## src/rtl/flappy_pkg.sv

```systemverilog
// Shared types and default timing constants for the Flappy Bird game logic.
package flappy_pkg;

    typedef enum logic [1:0] {
        ST_IDLE  = 2'd0,
        ST_PLAY  = 2'd1,
        ST_DYING = 2'd2,
        ST_OVER  = 2'd3
    } game_state_t;

    typedef struct packed {
        logic [3:0] hundreds;
        logic [3:0] tens;
        logic [3:0] units;
    } bcd3_t;

    localparam int unsigned SCORE_TICK_FRAMES = 13;
    localparam int unsigned DEATH_HOLD_FRAMES = 24;

endpackage

```

## src/rtl/tick_divider.sv

```systemverilog
// Counts frame pulses and emits a registered one-cycle tick every FRAMES pulses.
module tick_divider #(
    parameter int unsigned FRAMES = 13
) (
    input  logic clk,
    input  logic rst,
    input  logic clr,
    input  logic en,
    input  logic frame_tick,
    output logic tick
);

    localparam int unsigned CW = (FRAMES > 1) ? $clog2(FRAMES) : 1;

    logic [CW-1:0] count_q;

    // Clear dominates a coincident wrap, so a cleared cycle never ticks.
    always_ff @(posedge clk) begin
        if (rst || clr) begin
            count_q <= '0;
            tick    <= 1'b0;
        end else begin
            tick <= 1'b0;
            if (en && frame_tick) begin
                if (count_q == CW'(FRAMES - 1)) begin
                    count_q <= '0;
                    tick    <= 1'b1;
                end else begin
                    count_q <= count_q + CW'(1);
                end
            end
        end
    end

endmodule

```

## src/rtl/game_flow_ctrl.sv

```systemverilog
// Play/death/game-over sequencer: drives the score counter controls and
// tracks the best score in BCD.
module game_flow_ctrl
    import flappy_pkg::*;
#(
    parameter int unsigned TICK_FRAMES = SCORE_TICK_FRAMES,
    parameter int unsigned HOLD_FRAMES = DEATH_HOLD_FRAMES
) (
    input  logic       Clock,
    input  logic       Reset,
    input  logic       frameTick,
    input  logic       start,
    input  logic       death,
    input  logic       outofbounddeath,
    input  logic [3:0] hundredsDigit,
    input  logic [3:0] tensDigit,
    input  logic [3:0] unitsDigit,
    output logic       scoreClear,
    output logic       scoreTick,
    output logic       gameActive,
    output logic       gameOver,
    output logic       newBest,
    output logic [3:0] bestHundreds,
    output logic [3:0] bestTens,
    output logic [3:0] bestUnits,
    output logic [1:0] state
);

    localparam int unsigned HW = (HOLD_FRAMES > 1) ? $clog2(HOLD_FRAMES) : 1;

    game_state_t   state_q, state_d;
    logic [HW-1:0] hold_q, hold_d;
    bcd3_t         best_q, best_d;
    bcd3_t         cur_score;
    logic          flag_q, flag_d;
    logic          enter_q, enter_d;
    logic          start_prev_q;
    logic          start_rise;
    logic          dead;
    logic          clear_d, active_d, over_d, new_best_d;
    logic          div_clr, div_en;

    assign start_rise = start & ~start_prev_q;
    assign dead       = death | outofbounddeath;
    assign cur_score  = '{hundreds: hundredsDigit, tens: tensDigit, units: unitsDigit};

    // Divider only runs in PLAY; death clears it and suppresses a coincident tick.
    assign div_en  = (state_q == ST_PLAY);
    assign div_clr = (state_q != ST_PLAY) | dead;

    tick_divider #(
        .FRAMES(TICK_FRAMES)
    ) u_score_div (
        .clk       (Clock),
        .rst       (Reset),
        .clr       (div_clr),
        .en        (div_en),
        .frame_tick(frameTick),
        .tick      (scoreTick)
    );

    always_comb begin
        state_d = state_q;
        hold_d  = '0;
        best_d  = best_q;
        flag_d  = flag_q;
        enter_d = 1'b0;
        unique case (state_q)
            ST_IDLE: begin
                if (start_rise) state_d = ST_PLAY;
            end
            ST_PLAY: begin
                if (dead) begin
                    state_d = ST_DYING;
                    enter_d = 1'b1;
                end
            end
            ST_DYING: begin
                hold_d = hold_q;
                // Score is stable one cycle after entry; compare then.
                if (enter_q && (12'(cur_score) > 12'(best_q))) begin
                    best_d = cur_score;
                    flag_d = 1'b1;
                end
                if (frameTick) begin
                    if (hold_q == HW'(HOLD_FRAMES - 1)) begin
                        state_d = ST_OVER;
                        hold_d  = '0;
                    end else begin
                        hold_d = hold_q + HW'(1);
                    end
                end
            end
            ST_OVER: begin
                if (start_rise) begin
                    state_d = ST_IDLE;
                    flag_d  = 1'b0;
                end
            end
            default: state_d = ST_IDLE;
        endcase
        clear_d    = (state_d == ST_IDLE);
        active_d   = (state_d == ST_PLAY);
        over_d     = (state_d == ST_OVER);
        new_best_d = (state_d == ST_OVER) & flag_d;
    end

    always_ff @(posedge Clock) begin
        if (Reset) begin
            state_q      <= ST_IDLE;
            hold_q       <= '0;
            best_q       <= '0;
            flag_q       <= 1'b0;
            enter_q      <= 1'b0;
            start_prev_q <= 1'b1;
            scoreClear   <= 1'b1;
            gameActive   <= 1'b0;
            gameOver     <= 1'b0;
            newBest      <= 1'b0;
        end else begin
            state_q      <= state_d;
            hold_q       <= hold_d;
            best_q       <= best_d;
            flag_q       <= flag_d;
            enter_q      <= enter_d;
            start_prev_q <= start;
            scoreClear   <= clear_d;
            gameActive   <= active_d;
            gameOver     <= over_d;
            newBest      <= new_best_d;
        end
    end

    assign state        = state_q;
    assign bestHundreds = best_q.hundreds;
    assign bestTens     = best_q.tens;
    assign bestUnits    = best_q.units;

endmodule

```

## config.mk

```make
export PLATFORM = sky130hd
export DESIGN_NAME = game_flow_ctrl
export DESIGN_NICKNAME = d
export VERILOG_FILES = /design/src/rtl/flappy_pkg.sv /design/src/rtl/tick_divider.sv /design/src/rtl/game_flow_ctrl.sv
export SDC_FILE = /design/constraint.sdc
export NUM_CORES = 1
export LEC_CHECK = 0
export ABC_CLOCK_PERIOD_IN_PS = 2900
export BUFFER_PORTS_ARGS = -buffer_cell sky130_fd_sc_hd__clkbuf_2
export CAP_MARGIN = 20
export CORE_MARGIN = 2
export CORE_UTILIZATION = 54
export CTS_CLUSTER_DIAMETER = 100
export DETAILED_ROUTE_END_ITERATION = 12
export GPL_TIMING_DRIVEN = 1
export PLACE_DENSITY = 0.79
export SYNTH_ARGS = -nofsm -noshare
export SYNTH_HDL_FRONTEND = slang
export SYNTH_SLANG_ARGS = --single-unit
```

## constraint.sdc

```tcl
create_clock -name Clock -period 2.9 [get_ports Clock]
set_clock_uncertainty 0.2 [all_clocks]
set_input_delay 0.29 -clock Clock [delete_from_list [all_inputs] [get_ports Clock]]
set_output_delay 0.29 -clock Clock [all_outputs]
set_load 0.01 [all_outputs]
```

# Word level (Yosys, flattened, before mapping)

Cells that the tools add are included.
Widths: inputs -> output; s select.

Flip-flop bits (word level): 31
Bits in latches: 0
Bits in writable memories: 0
Bits in read-only memories: 0
Input port bits: 18
Output and inout port bits: 19
Word-level logic and storage cells: 55
Memories: 0

Add/sub/neg operators: 2
Multipliers: 0
Divide/modulo/power cells: 0
$lt $le $gt $ge: 1
Equal/unequal tests: 8
Shift operators: 0
Multiplexer cells: 13
Bitwise operators: 8
Reductions and logical operators: 9

Operator list:

| operator            | number |
|---|---|
| $gt 12x12->1        | 1 |
| $mux 2              | 5 |
| $pmux 2 s4          | 1 |
| $eq 2x2->1 const B  | 3 |
| $reduce_or 2->1     | 3 |
| $add 5x1->5 const B | 1 |
| $eq 5x5->1 const B  | 1 |
| $mux 5              | 1 |
| $add 4x1->4 const B | 1 |
| $eq 2x1->1 const B  | 2 |
| $eq 4x4->1 const B  | 1 |
| $logic_not 2->1     | 2 |
| $mux 1              | 4 |
| $mux 4              | 1 |
| $not 1->1           | 4 |
| $and 1x1->1         | 2 |
| $logic_and 1x1->1   | 2 |
| $ne 2x1->1 const B  | 1 |
| $or 1x1->1          | 2 |
| $pmux 1 s2          | 1 |
| $reduce_and 2->1    | 1 |
| $logic_or 1x1->1    | 1 |

# Longest topological paths before layout

Gate-level depths: netlist of run 1.

Depth in word-level cells: 6
Gate-level depth with buffers: 8
Depth with buffers taken out: 7

# By module

From an unflattened synthesis of run 1, not the netlist that was laid out.

Cell total of the unflattened synthesis: 220
Area total of the unflattened synthesis: 1880.6 um2

By module, submodules not included:

| module         | instances | cells each | area each (um2) | sequential area each (um2) |
|---|---|---|---|---|
| game_flow_ctrl | 1         | 192        | 1647.8          | 520.5 |
| tick_divider   | 1         | 28         | 232.7           | 100.1 |

# Least setup slack after synthesis of run 1

OpenSTA, ideal clock, no wires.

Path kind: register to register
From: register best_q (netlist bit bestTens[1])
To: register best_q (netlist bit bestHundreds[1])
Library setup time: 138 ps
Arrival time: 1842 ps
Required time: 2562 ps
Setup slack: 721 ps
Cell stages (with the launch flop): 9
Buffers on the path: 1
Clock period less this slack: 2179 ps
Cell sequence: dfxtp_1 > inv_1 > ha_1 > a21o_1 > a221o_1 > and2_4 > buf_6 > o311ai_2 > o311ai_2

Longest elaborated chain between the ends: 3

Ends and longest elaborated chain:

| element                           | line                  | text |
|---|---|---|
| start, declared                   | game_flow_ctrl.sv:33  | `bcd3_t best_q, best_d;` |
| start signal, assigned            | game_flow_ctrl.sv:123 | `best_q <= best_d;` |
| $gt 12x12->1                      | game_flow_ctrl.sv:81  | `if (enter_q && (12'(cur_score) > 12'(best_q))) begin` |
| $logic_and 1x1->1                 | game_flow_ctrl.sv:81  |  |
| $reduce_and 2->1 (no source line) | --                    |  |

Every way passes these cells.
A chain may end at the register's enable or synchronous reset.

# Worst setup path after layout of run 1

From: register best_q (netlist bit bestHundreds[2])
To: register best_q (netlist bit bestHundreds[3])

The elaborated chain is that of the path after synthesis.

==> results of run 1 <==
[sequential cells by signal, indices dropped and copies added, names as in the netlist, 2 cells and up]
signal / cells
bestHundreds: 4
bestUnits: 4
u_score_div.count_q: 4
bestTens: 4
hold_q: 5
state: 2
[per-layer routing]
metal / vias up / track usage / part of all wire
li1: 850 / - / -
met1: 747 / 0.299 / 0.48
met2: 58 / 0.310 / 0.43
met3: 5 / 0.0541 / 0.083
met4: 0 / 0.108 / 0.010
met5: - / 0 / 0
[final timing paths]
check	end	cells past startpoint
setup / recovery	bestHundreds[3]	7
hold / removal	hold_q[1]	3
setup reg to reg	bestHundreds[3]	7
hold reg to reg	flag_q	2
[metrics by stage]
step	instance area [sq um]	instances	total power [uW]
after global placement	2020	283	533
after CTS	2120	292	900
after global routing	2120	292	930
after floorplan	1850	215	504
after detailed placement	2020	283	536
final	2120	292	892
[cells by family (layout without fill, tap and decap cells)]
kind of cell	Yosys count	after routing	synth area share
compound gates	44	44	0.206
flops	31	31	0.335
buf+inv	31	62	0.0743
xor+xnor	6	6	0.0284
fa+ha+maj	15	15	0.101
simple gates	87	87	0.249
mux	1	1	0.00541
[placed cells by master, fill, tap and decap left out, types with 2 or more instances in the layout]
cell | synthesis | final
dfxtp_1 | 31 | 31
xor2_1 | 4 | 4
a211oi_1 | 2 | 2
ha_1 | 15 | 15
clkbuf_2 | 0 | 36
o311ai_2 | 2 | 2
a21oi_1 | 8 | 8
xnor2_1 | 2 | 2
nand4_1 | 16 | 16
nor3_1 | 5 | 5
clkbuf_4 | 0 | 5
nand3_1 | 4 | 4
inv_1 | 15 | 15
nor2b_1 | 13 | 13
nand2_1 | 4 | 4
nand2b_1 | 4 | 4
o311ai_1 | 18 | 18
a21boi_1 | 2 | 2
nor2_1 | 31 | 31
or2_2 | 2 | 2
o311ai_0 | 3 | 3
[layout make-up]
class	count	share of cell area
Multi-Input combinational cell	153	0.517
Clock inverter	2	0.0166
Clock buffer	6	0.0242
Tap cell	46	0.0272
Sequential cell	31	0.293
Timing Repair Buffer	38	0.0934
Inverter	16	0.0284
[power breakdown]
part	switching (uW)	internal [uW]	leakage (uW)	total, uW
clock network	160	204	0.0000482	364
logic	55.7	36.7	0.000544	92.4
registers	5.14	431	0.000250	436
[critical path: stages, from the launching register on]
cell and delay, ps:
dfxtp_1 350, inv_1 70, ha_1 310, and4_4 240, inv_2 50, a211oi_2 740, o311ai_0 290, o311ai_1 140
[what timing repair did]
action,4_1_cts,5_1_grt
hold buffers,1,0
hold endpoints to repair,1,0
resized for setup,0,0
==> impl_metrics.env, run 1 <==
export IMPL_status="finished clean"
export IMPL_wl_um=3980
export IMPL_start_util=0.559
export IMPL_drtPass1Iterations=4
export IMPL_h_tree_depth=2
export IMPL_via_per_inst=5.68
export IMPL_area_growth_pct=14.3
export IMPL_hold_slack_ps=92.4
export IMPL_drt_initial_drc_count=139
export IMPL_crit_start="bestHundreds[2]"
export IMPL_fillers=302
export IMPL_synth_fp_nets=248
export IMPL_required_ps=2950
export IMPL_vias=1660
export IMPL_critPathLaunchType="register"
export IMPL_grt_pass1_vias=1492
export IMPL_drv_cap=0
export IMPL_setup_tns_ps=0
export IMPL_tightest_slew_ps=885
export IMPL_setup_viol=0
export IMPL_worstHoldStart="frameTick"
export IMPL_grt_overflow_total=0
export IMPL_p_per_area_mw_per_mm2=422
export IMPL_synth_main_ff_cell="dfxtp_1"
export IMPL_synth_seq_cells=31
export IMPL_diodes=0
export IMPL_seq_area_frac_synth=0.335
export IMPL_syn_area_sq_mm=0.00185
export IMPL_leakage_uw=0.000843
export IMPL_regToRegStartpoint="bestHundreds[2]"
export IMPL_cts_root_buf="clkbuf_4"
export IMPL_layout_nets=278
export IMPL_gp_congestion=0.833
export IMPL_rsz0062_at_grt="false"
export IMPL_core_sq_mm=0.00331
export IMPL_ys_top_cells_by_area="dfxtp_1, ha_1, o311ai_1, nor2_1, nand4_1"
export IMPL_grt_antenna_before_repair=0
export IMPL_num_io_pins=37
export IMPL_die_y_um=62.6
export IMPL_grt_pass1_wl_um=6810
export IMPL_drive_gt1_frac=0.228
export IMPL_cts_sinks=31
export IMPL_wl_per_cell_um=13.6
export IMPL_crit_fanout=13
export IMPL_utilization=0.639
export IMPL_yosysTopAreaCellShare=0.335
export IMPL_ctsLongestPathBuffers=2
export IMPL_synthCells=215
export IMPL_clkTransAtPathRegs_ps=100
export IMPL_clock_latency_ps=340
export IMPL_slew_viol_final=0
export IMPL_rrSetupSlack_ps=410
export IMPL_cp_end_kind="register"
export IMPL_die_w_um=62.6
export IMPL_cts_tree="yes"
export IMPL_synth_async_reset_ratio=0
export IMPL_io_buffers=36
export IMPL_max_freq_ghz=0.402
export IMPL_hpwlAfterDp_um=2710
export IMPL_cts_buffers=5
export IMPL_yosys_warnings=0
export IMPL_pre_cts_ws_ps=439
export IMPL_synth_cell_types=42
export IMPL_slew_headroom=0.409
export IMPL_period_minus_slack_ps=2490
export IMPL_synth_common_cells="dfxtp_1, nor2_1, o311ai_1"
export IMPL_syn_area_per_cell_sq_um=8.61
export IMPL_register_area_sq_um=621
export IMPL_dieArea_sq_mm=0.00391
export IMPL_synth_top_area_cell="dfxtp_1"
export IMPL_post_route_drc_count=0
export IMPL_multi_input_area_sq_mm=0.00109
export IMPL_synth_edff_count=0
export IMPL_track_usage=0.216
export IMPL_hold_viol=0
export IMPL_grt_max_degree=45
export IMPL_period_share=0.858
export IMPL_rows=21
export IMPL_ir_worst_vdd_mv=0.258
export IMPL_antenna_left=0
export IMPL_min_path_type="primary input to register"
export IMPL_path_class="register to register"
export IMPL_post_cts_repair_setup_buffers=0
export IMPL_fin_ws_ps=413
export IMPL_arrival_ps=2540
(Power assumes the default switching activity.)
==> inputs of run 2 (changes only) <==
CORE_UTILIZATION = 57   (was 54)
CTS_BUF_LIST = sky130_fd_sc_hd__clkbuf_4 sky130_fd_sc_hd__clkbuf_8   (was default)
HOLD_SLACK_MARGIN = 0.12   (was default)
PLACE_DENSITY = 0.82   (was 0.79)
==> run 2 against run 1 <==
Die area shrank 4.9%. Register-to-register slack gained 210 ps. Hold slack gained 46 ps. Global-route usage shrank 0.27 points. Sequential power is essentially flat. Routed wire length shrank 4.6%. Critical path type unchanged. Largest power group unchanged.
==> impl_metrics.env, run 2 (same netlist as run 1, synthesis figures left out) <==
export IMPL_max_freq_ghz=0.439
export IMPL_layout_commonest_cell="clkbuf_2"
export IMPL_track_usage=0.213
export IMPL_fillers=249
export IMPL_most_common_layout_cells="clkbuf_2, nor2_1, dfxtp_1, o311ai_1, nand4_1"
export IMPL_start_util=0.602
export IMPL_die_y_um=61.0
export IMPL_critPathMostFrequentCell="o311ai_1"
export IMPL_cts_buffers=5
export IMPL_leakage_uw=0.000862
export IMPL_setup_viol=0
export IMPL_diodes=0
export IMPL_num_io_pins=37
export IMPL_whs_path_depth=5
export IMPL_grt_max_degree=45
export IMPL_grt_pass1_wl_um=5910
export IMPL_drv_cap=0
export IMPL_post_cts_repair_setup_buffers=0
export IMPL_p_per_area_mw_per_mm2=415
export IMPL_path_class="register to register"
export IMPL_ctsLongestPathBuffers=2
export IMPL_slowest_stage="a211oi_2"
export IMPL_fin_ws_ps=620
export IMPL_regToRegStartpoint="bestTens[3]"
export IMPL_r2r_end="bestTens[0]"
export IMPL_layout_nets=282
export IMPL_h_tree_depth=2
export IMPL_wl_um=3790
export IMPL_grt_pass1_vias=1358
export IMPL_setup_tns_ps=0
export IMPL_crit_fanout=7
export IMPL_core_sq_mm=0.00308
export IMPL_drt_initial_drc_count=72
export IMPL_grt_antenna_before_repair=0
export IMPL_slew_viol_final=0
export IMPL_rows=20
export IMPL_postPlaceCellArea_sq_mm=0.00202
export IMPL_post_route_drc_count=0
export IMPL_hpwlAfterDp_um=2590
export IMPL_worstHoldStart="unitsDigit[0]"
export IMPL_via_per_inst=5.62
export IMPL_design_area_sq_mm=0.00215
export IMPL_rrSetupSlack_ps=620
export IMPL_io_buffers=36
export IMPL_utilization=0.699
export IMPL_reg2reg_depth=8
export IMPL_largest_register_ffs=5
export IMPL_slowest_delay_ps=430
export IMPL_cts_root_buf="clkbuf_4"
export IMPL_arrival_ps=2320
export IMPL_antenna_left=0
export IMPL_grt_overflow_total=0
export IMPL_min_path_type="primary input to register"
export IMPL_cts_tree="yes"
export IMPL_period_share=0.786
export IMPL_crit_chain="inv_1, ha_1, and2_1, nand3_1, a211oi_2, buf_4, o311ai_1, o311ai_1"
export IMPL_hold_viol=0
export IMPL_status="finished clean"
export IMPL_die_w_um=61.0
export IMPL_tightest_slew_ps=830
export IMPL_pre_cts_ws_ps=666
export IMPL_top_register="hold_q"
export IMPL_area_growth_pct=16.1
export IMPL_rsz0062_at_grt="false"
export IMPL_crit_family="compound AO/OA/AOI/OAI gates"
export IMPL_vias=1653
export IMPL_cp_buffers_inverters=2
export IMPL_drtPass1Iterations=4
export IMPL_period_minus_slack_ps=2280
export IMPL_clock_latency_ps=340
export IMPL_hold_path_end="bestUnits[0]"
export IMPL_dieArea_sq_mm=0.00372
export IMPL_wl_per_cell_um=12.9
export IMPL_final_cells=294
export IMPL_required_ps=2940
export IMPL_cp_end_kind="register"
export IMPL_drive_gt1_frac=0.228
export IMPL_cts_sinks=31
export IMPL_dp_cells=282
export IMPL_clkTransAtPathRegs_ps=110
export IMPL_gp_congestion=0.791
export IMPL_ir_worst_vdd_mv=0.403
export IMPL_critPathLaunchType="register"
export IMPL_slew_headroom=0.447
==> run 2: cell count changes in the layout (fill, tap and decap cells not counted), sizes merged <==
cell         delta
dlygate4sd3     +3
buf             +1
==> run 2: report_power, final <==
group          leakage, uW  internal [uW]  switching (uW)
Sequential        0.000250            431            5.55
Clock            0.0000482            204             158
Combinational     0.000564           39.4            55.2
==> run 2: timing repair <==
| action | in CTS | in global routing |
|---|---|---|
| hold endpoints to repair | 5 | 0 |
| resized for setup | 0 | 0 |
| hold buffers | 4 | 0 |
==> run 2: through the flow <==
| stage | power (uW) | hold slack [ps] |
|---|---|---|
| after floorplan | 504 | 197 |
| after global placement | 533 | 291 |
| after detailed placement | 534 | 298 |
| after CTS | 895 | 133 |
| after global routing | 924 | 156 |
| final | 893 | 138 |
==> run 2: cell type report <==
type | instances | area [sq um] | area share
multi-input cells | 153 | 1090 | 0.508
clock inverters | 2 | 35.0 | 0.0163
repair buffers | 42 | 235 | 0.109
flip-flops and latches | 31 | 621 | 0.289
well taps | 44 | 55.1 | 0.0256
clock buffers | 6 | 51.3 | 0.0239
inverters | 16 | 60.1 | 0.0279
==> run 2: worst reg2reg max path, cell delays in order (launching register included) <==
cell and delay [ps]:
dfxtp_1 360, inv_1 80, ha_1 300, and2_1 170, nand3_1 170, a211oi_2 430
buf_4 250, o311ai_1 120, o311ai_1 120
==> run 2: how the worst max path moves through the flow <==
stage,end,slack (ps),start,depth (start not counted)
6_report,bestTens[0],620,bestTens[3],8
5_1_grt,bestHundreds[3],430,bestHundreds[2],7
4_1_cts,bestHundreds[3],660,bestTens[1],7
3_5_place_dp,bestUnits[2],670,unitsDigit[1],8
3_3_place_gp,bestUnits[2],700,unitsDigit[1],8
2_1_floorplan,bestHundreds[1],720,bestTens[1],8
==> run 2: metal layers <==
layer / vias up / global-route usage / share of wire / routed length [um]
li1: 852 / - / - / -
met1: 745 / 0.306 / 0.50 / 1880
met2: 51 / 0.309 / 0.44 / 1670
met3: 5 / 0.0554 / 0.056 / 211
met4: 0 / 0.0745 / 0.0082 / 31
met5: - / 0 / 0 / 0
==> inputs of run 3 (changes only) <==
ABC_CLOCK_PERIOD_IN_PS = 2000   (was 2900)
CORE_UTILIZATION = 51   (was 57)
PLACE_DENSITY = 0.78   (was 0.82)
clock period = 2 ns   (was 2.9 ns; I/O delays follow)
==> run 3 against run 2 <==
The run now ends with negative setup slack left. Setup slack got worse by 860 ps. First-iteration DRC count increased to 4.0 times the previous value. Register-to-register slack got worse by 860 ps. Maximum frequency is 1.6% higher. Global-route usage up 9.6 points. Power up 45%. Clock-buffer cell count did not move. Die area increased by 11%.
==> impl_metrics.env, run 3 (same netlist as run 1, synthesis figures left out) <==
export IMPL_cp_buffers_inverters=1
export IMPL_slowest_stage="o311a_4"
export IMPL_grt_pass1_wl_um=9730
export IMPL_grt_overflow_total=0
export IMPL_hpwlAfterDp_um=2900
export IMPL_crit_chain="inv_1, ha_4, nand4_1, o311a_4, o311ai_4, o311ai_2"
export IMPL_cp_end_kind="register"
export IMPL_die_y_um=64.3
export IMPL_slowest_delay_ps=550
export IMPL_hold_slack_ps=108
export IMPL_largest_register_ffs=5
export IMPL_grt_pass1_vias=1994
export IMPL_slew_viol_final=0
export IMPL_io_buffers=36
export IMPL_violations="negative setup slack"
export IMPL_max_freq_ghz=0.446
export IMPL_design_area_sq_mm=0.00299
export IMPL_setup_tns_ps=-2810
export IMPL_rows=21
export IMPL_min_path_type="primary input to register"
export IMPL_hold_viol=0
export IMPL_slew_headroom=0.597
export IMPL_top_register="hold_q"
export IMPL_area_growth_pct=61.7
export IMPL_leakage_uw=0.00117
export IMPL_start_util=0.542
export IMPL_period_minus_slack_ps=2240
export IMPL_crit_fanout=7
export IMPL_most_common_layout_cells="clkbuf_2, nor2_1, buf_4, dfxtp_1, nand4_1"
export IMPL_power_total_uw=1300
export IMPL_tightest_slew_ps=602
export IMPL_ctsLongestPathBuffers=2
export IMPL_cts_sinks=31
export IMPL_grt_max_degree=37
export IMPL_p_per_area_mw_per_mm2=433
export IMPL_cts_root_buf="clkbuf_4"
export IMPL_core_sq_mm=0.00342
export IMPL_grt_antenna_before_repair=0
export IMPL_fillers=158
export IMPL_fin_ws_ps=-243
export IMPL_dieArea_sq_mm=0.00413
export IMPL_drtPass1Iterations=7
export IMPL_period_share=1.12
export IMPL_status="finished, violations left"
export IMPL_required_ps=2020
export IMPL_h_tree_depth=2
export IMPL_multi_input_area_sq_mm=0.00156
export IMPL_die_w_um=64.3
export IMPL_clkTransAtPathRegs_ps=110
export IMPL_cts_buffers=5
export IMPL_arrival_ps=2260
export IMPL_antenna_left=0
export IMPL_drt_initial_drc_count=290
export IMPL_cts_tree="yes"
export IMPL_ir_worst_vdd_mv=0.383
export IMPL_track_usage=0.310
export IMPL_wl_um=7740
export IMPL_rsz0062_at_grt="true"
export IMPL_gp_congestion=0.816
export IMPL_post_route_drc_count=0
export IMPL_diodes=0
export IMPL_clock_latency_ps=350
export IMPL_layout_nets=328
export IMPL_crit_family="compound AO/OA/AOI/OAI gates"
export IMPL_path_class="register to register"
export IMPL_setup_viol=14
export IMPL_layout_commonest_cell="clkbuf_2"
export IMPL_num_io_pins=37
export IMPL_drv_cap=0
export IMPL_vias=2295
export IMPL_register_area_sq_um=633
export IMPL_critPathLaunchType="register"
export IMPL_drive_gt1_frac=0.488
export IMPL_via_per_inst=6.73
export IMPL_postPlaceCellArea_sq_mm=0.00228
export IMPL_wl_per_cell_um=22.7
[run 3: cell count changes in the layout (fill, tap and decap cells not counted), moves of 7 or more]
cell	delta
ha_1	-10
buf_4	+22
o311ai_4	+8
dfxtp_2	+10
inv_1	-8
dlygate4sd3_1	+11
ha_4	+9
o311ai_1	-12
dfxtp_1	-10
o311ai_2	+7
[run 3: layer usage]
metal  up-vias  GRT usage  share of wire
met4         0      0.165          0.064
met3        58     0.0687           0.10
met2       199      0.492           0.46
li1        961          -              -
met1      1077      0.389           0.37
met5         -          0              0
[run 3: repair_timing]
item	CTS	global route
endpoints found under the setup margin	14	17
buffers inserted	6	3
gates cloned	4	1
pin swaps	15	21
resized for setup	39	28
hold buffers	15	0
endpoints found under the hold margin	20	0
[run 3: worst paths after layout]
kind | startpoint | endpoint | slack [ps] | depth (start not counted)
max | bestUnits[3] | bestTens[1] | -240 | 6
min | tensDigit[3] | bestTens[3] | 110 | 4
max reg2reg | bestUnits[3] | bestTens[1] | -240 | 6
min reg2reg | u_score_div.count_q[3] | u_score_div.tick | 340 | 2
[run 3: tightest hold or removal path: cells and delay by family]
kind | cells | cell delay, ps
and+or+nand+nor | 1 | 160
AOI/OAI and AO/OA | 2 | 160
buffers and inverters | 1 | 110
[run 3: cell type report]
class                      count  share of cell area
inverter                      16              0.0217
sequential                    31               0.211
clock inverter                 1             0.00167
tap                           46              0.0192
multi-input combinational    158               0.522
clock buffer                   6              0.0171
timing repair buffer          83               0.206
[run 3: through the flow]
stage,instances,worst slack (ps),utilization
floorplan,215,-44.6,-
global placement,305,-404,0.668
detailed placement,305,-478,0.668
CTS,337,-55.6,0.818
global route,341,-248,0.877
finish,341,-243,0.877
[run 3: power breakdown]
| group | internal [uW] | switching [uW] | total, uW |
|---|---|---|---|
| Sequential | 625 | 8.21 | 633 |
| Combinational | 112 | 153 | 265 |
| Clock | 163 | 235 | 397 |
| Total | 899 | 396 | 1300 |
